--- config.mk ---
export PLATFORM = sky130hd
export DESIGN_NAME = fp_to_int_converter
export DESIGN_NICKNAME = d
export VERILOG_FILES = /design/src/rtl/fp_to_int_converter.sv
export SDC_FILE = /design/constraint.sdc
export NUM_CORES = 1
export LEC_CHECK = 0
export BUFFER_PORTS_ARGS = -buffer_cell sky130_fd_sc_hd__buf_2
export CORE_MARGIN = 5
export CORE_UTILIZATION = 53
export DETAILED_ROUTE_END_ITERATION = 7
export HOLD_SLACK_MARGIN = 0.1
export PLACE_DENSITY = 0.71
export RECOVER_POWER = 100
export SYNTH_ARGS = -nofsm -noshare
export SYNTH_HDL_FRONTEND = slang
export SYNTH_SLANG_ARGS = --single-unit
--- constraint.sdc ---
create_clock -name clk -period 4.95 [get_ports clk]
set_clock_uncertainty 0.2 [all_clocks]
set_input_delay 0.495 -clock clk [delete_from_list [all_inputs] [get_ports clk]]
set_output_delay 0.495 -clock clk [all_outputs]
set_load 0.02 [all_outputs]
--- src/rtl/fp_to_int_converter.sv ---
// fp_to_int_converter: IEEE754 single -> signed OUT_W-bit integer, truncating toward zero, bit-serial
// Ports: clk, reset (sync, active-high), start (request pulse), numb (IEEE754 operand),
//        busy (conversion in flight), done (one-cycle result pulse), result (signed integer),
//        fp_class (0 zero, 1 subnormal, 2 normal, 3 inf, 4 NaN), error (NaN, Inf or overflow)
module fp_to_int_converter #(
   parameter int OUT_W = 32
) (
   input  logic             clk,
   input  logic             reset,
   input  logic             start,
   input  logic [31:0]      numb,
   output logic             busy,
   output logic             done,
   output logic [OUT_W-1:0] result,
   output logic [2:0]       fp_class,
   output logic             error
);
   typedef enum logic [2:0] {IDLE, DECODE, SHIFT, SIGN, DONE} state_t;
   localparam logic [OUT_W-1:0] MAX_POS = {1'b0, {(OUT_W-1){1'b1}}};
   localparam logic [OUT_W-1:0] MIN_NEG = {1'b1, {(OUT_W-1){1'b0}}};
   localparam logic signed [8:0] E_TOP = 9'(OUT_W - 1);
   state_t state_q, state_d;
   logic [31:0] numb_q;
   logic [OUT_W-1:0] acc_q, acc_d, res_d, sat;
   logic [5:0] cnt_q, cnt_d, n;
   logic [2:0] cls_d;
   logic err_d, load, s, left;
   logic [7:0] e;
   logic [22:0] m;
   logic signed [8:0] e_x, d;
   assign s = numb_q[31];
   assign e = numb_q[30:23];
   assign m = numb_q[22:0];
   assign e_x = $signed({1'b0, e}) - 9'sd127;
   // distance from the binary point of {1,m}; sign picks shift direction
   assign d = e_x - 9'sd23;
   assign left = !d[8];
   assign n = left ? d[5:0] : 6'(-d);
   assign sat = s ? MIN_NEG : MAX_POS;
   always_comb begin
      state_d = state_q;
      acc_d = acc_q;
      cnt_d = cnt_q;
      load = 1'b0;
      res_d = '0;
      cls_d = 3'd2;
      err_d = 1'b0;
      case (state_q)
         IDLE: state_d = start ? DECODE : IDLE;
         DECODE: begin
            state_d = DONE;
            load = 1'b1;
            if (e == 8'd0) cls_d = (m == '0) ? 3'd0 : 3'd1;
            else if (e == 8'hFF) begin
               cls_d = (m == '0) ? 3'd3 : 3'd4;
               err_d = 1'b1;
               res_d = (m == '0) ? sat : '0;
            end else if (e_x >= E_TOP) begin
               // -2^(OUT_W-1) is exactly representable, everything else here overflows
               res_d = sat;
               err_d = !(s && e_x == E_TOP && m == '0);
            end else if (!e_x[8]) begin
               load = 1'b0;
               acc_d = OUT_W'({1'b1, m});
               cnt_d = n;
               state_d = (n == 6'd0) ? SIGN : SHIFT;
            end
         end
         SHIFT: begin
            acc_d = left ? acc_q << 1 : acc_q >> 1;
            cnt_d = cnt_q - 6'd1;
            state_d = (cnt_q == 6'd1) ? SIGN : SHIFT;
         end
         SIGN: begin
            state_d = DONE;
            load = 1'b1;
            res_d = s ? -acc_q : acc_q;
         end
         DONE: state_d = IDLE;
         default: state_d = IDLE;
      endcase
   end
   // outputs load on the edge entering DONE so they are valid while done is high
   always_ff @(posedge clk) begin
      if (reset) begin
         state_q <= IDLE;
         busy <= 1'b0;
         done <= 1'b0;
         result <= '0;
         fp_class <= '0;
         error <= 1'b0;
         acc_q <= '0;
         cnt_q <= '0;
         numb_q <= '0;
      end else begin
         state_q <= state_d;
         busy <= state_d != IDLE;
         done <= state_d == DONE;
         acc_q <= acc_d;
         cnt_q <= cnt_d;
         if (state_q == IDLE && start) numb_q <= numb;
         if (load) begin
            result <= res_d;
            fp_class <= cls_d;
            error <= err_d;
         end
      end
   end
endmodule

==> results.md <==
- Status: complete, no violations
- Max-slew headroom: 6.98%
- Die height: 115 µm
- Setup Viol. Count Final: 0
- R2r worst-path depth: 9
- Total Routing Usage GR: between 20% and 30%
- Largest cells by area after synthesis: dfxtp_1 (38%), nand2_1 (6.1%), a211oi_1 (5.8%)
- Total Neg Setup Slack: 0 ns
- Hold Slack: around 0.14 ns
- Max frequency: 246 MHz
- Placed wire-length estimate: just under 10 mm
- Final WL: between 10 and 15 mm
- Worst Setup Start Kind: register
- EDFF count, synth: 0
- Clock transition at the registers of the reported paths: approximately 0.11 ns
- Worst setup EP type: register
- CP Launch Point: numb_q[24]
- Vias per cell: 5.88
- Arrival @ worst endpoint: 4.17 ns
- I/O pin count: 73
- WHS Endpoint: numb_q[15]
- Synth area leader: dfxtp_1
- CP Class: reg -> reg
- Layout area overhead: 9.10%
- Clock Sinks: 111
- First-pass GRT wire length: 23.3 mm
- Vias in the first global route: 4,655
- DIE WIDTH: between 100 and 150 µm
- Vias: 5,172
- Initial antenna violation count: 0
- Avg Cell Area, Syn: around 8.3 µm²
- Pwr Density: roughly 280 mW/mm²
- Core ar.: 0.0108 mm²
- Routed Antenna Nets: 0
- Most used DFF post-synth: dfxtp_1
- FF-to-FF Start: numb_q[24]
- Routability cong.: between 0.8 and 0.9
- Post-CTS Hold Buffers: 0
- Die area: approximately 0.013 mm²
- Layout cell share with drive strength beyond 1: 10.7%
- Average routed wire per standard cell: around 16 µm
- Root Buffer: clkbuf_8
- Rows: 38
- CTS tree: built
- Num CTS Buffers: 9
- Synthesis Warnings: 0
- Worst-path fanout max: 20
- DRT iter0 DRCs: 388
- Remaining global-route overflow: 0
- Mapped Nets: approximately 740
- Final Hold Viols: 0
- RSZ-0062 raised after global routing: no
- Area share of the largest cell type after synthesis: between 30% and 40%
- Total of max-cap violations: 0
- Worst Max-Slew Pin Slew: 1.40 ns
- DRC viols: 0
- Worst R2R End: result[5]
- Mapped Area: 0.00583 mm²
- Ant diodes: 0
- Worst-Skew Late Latency: 0.38 ns
- Post-layout min period: between 4 and 5 ns
- Initial Util: 54.0%
- Cts repair resizes: 0
- Maximum VDD drop: between 0.1 and 0.15 mV
- Clk buf depth: 2
- Commonest non-fill, non-tap cell in the layout: dfxtp_1
- H-tree depth: 3
- Tcrit/Tclk final: 82.1%
- Pin count of the biggest net entering global routing: 58
- Pre-antenna DRT Iters: 5
- Min-Delay Startpoint: numb[15]
- Hold crit path type: in -> reg
- Post-CTS Setup Bufs: 0
- Hold Crit Depth: 3
- Leak pwr: ~2.3 nW
- Sequential area share after synthesis: 38.1%
- Mapped Cells: 700
- Port Buffers: 72
- Flop2flop setup slack: 0.89 ns
- Commonest cells after routing, fill and taps aside: dfxtp_1 (111), nand2_1 (95), a21oi_1 (62)
- Async SR Flop Fraction: 0%
- Yosys reg bits: ~110
- Nets: 776
- Slew Viols, Final: 0
- CP required: 5.06 ns
- Cell variety after synth: 61
==> report_power, final <==
part	internal, mW	leakage [nW]	switching, mW
clock network	0.315	0.113	0.311
registers	0.919	0.901	0.0277
logic	0.0714	1.33	0.121
total	1.31	2.34	0.460
==> layer usage <==
layer | part of all wire (%) | wire [µm] | global-route usage, % | vias to the layer above
met5 | 0 | 0 | 0 | -
met3 | 5.3 | 748 | 2.95 | 11
met4 | 0.81 | 114 | 6.18 | 0
met1 | 50 | 7010 | 31.4 | 2417
li1 | - | - | - | 2607
met2 | 44 | 6130 | 33.1 | 137
==> flip-flops by register name (all words and copies together) (netlist names) <==
| name | count |
|---|---|
| error | 1 |
| busy | 1 |
| done | 1 |
| result | 32 |
| fp_class | 3 |
| acc_q | 32 |
| state_q | 3 |
| cnt_q | 6 |
| numb_q | 32 |
==> synth_stat cells (5+ instances only) <==
cell type,count
a211oi_1,45
a21oi_1,62
a221o_1,9
a22oi_1,24
a31oi_1,8
and2_1,12
and2_2,8
buf_2,11
clkbuf_1,42
dfxtp_1,111
ha_1,7
inv_1,9
mux2_2,7
mux2i_1,25
nand2_1,95
nand2b_1,5
nand3_1,12
nand3b_1,5
nor2_1,44
nor3_1,9
nor4_1,10
o21ai_0,14
o31ai_1,8
or3_1,9
or4_1,9
xnor2_1,31
xor2_1,7
==> metrics by stage <==
| step | setup WS, ns | instance area (µm²) | util, % | power (mW) | instances |
|---|---|---|---|---|---|
| detailed placement | 1.38 | 6200 | 57.4 | 1.16 | 863 |
| CTS | 1.36 | 6430 | 59.6 | 1.78 | 879 |
| floorplan | 2.00 | 5830 | - | 1.11 | 700 |
| global placement | 1.50 | 6200 | 57.4 | 1.16 | 863 |
| global route | 0.655 | 6360 | 58.9 | 1.84 | 879 |
| finish | 0.885 | 6360 | 58.9 | 1.77 | 879 |
==> logic make-up after synthesis <==
family	after synthesis	synth area share [%]
and+or+nand+nor	239	19.9
adders and majority gates	7	1.50
buffers and inverters	67	4.81
DFF	111	38.1
AOI/OAI and AO/OA	206	24.3
xor gates and xnor gates	38	5.71
muxes	32	5.65
==> worst max-delay path by stage <==
stage | end | cells after the start | slack (ns)
after global routing | result[10] | 8 | 0.66
after detailed placement | result[29] | 8 | 1.38
after global placement | result[18] | 8 | 1.50
after floorplan | acc_q[10] | 10 | 2.00
after CTS | result[29] | 8 | 1.36
final | result[5] | 9 | 0.89
==> worst max-delay path: stages (launching register included) <==
cell and delay [ns]:
dfxtp_1 0.39, ha_1 0.30, or3b_1 0.36, a211o_1 0.29, and2_0 0.23, o21a_1 0.22, o31ai_1 0.89, clkbuf_1 0.72
a22oi_1 0.19, a21oi_1 0.19
==> cell type report <==
cell class	instances	area, µm²
Fill cell	997	4430
Multi-Input combinational cell	522	3320
Sequential cell	111	2220
Timing Repair Buffer	81	373
Tap cell	140	175
Clock buffer	12	155
Clock inverter	4	76.3
Inverter	9	33.8
(Power assumes the default switching activity.)
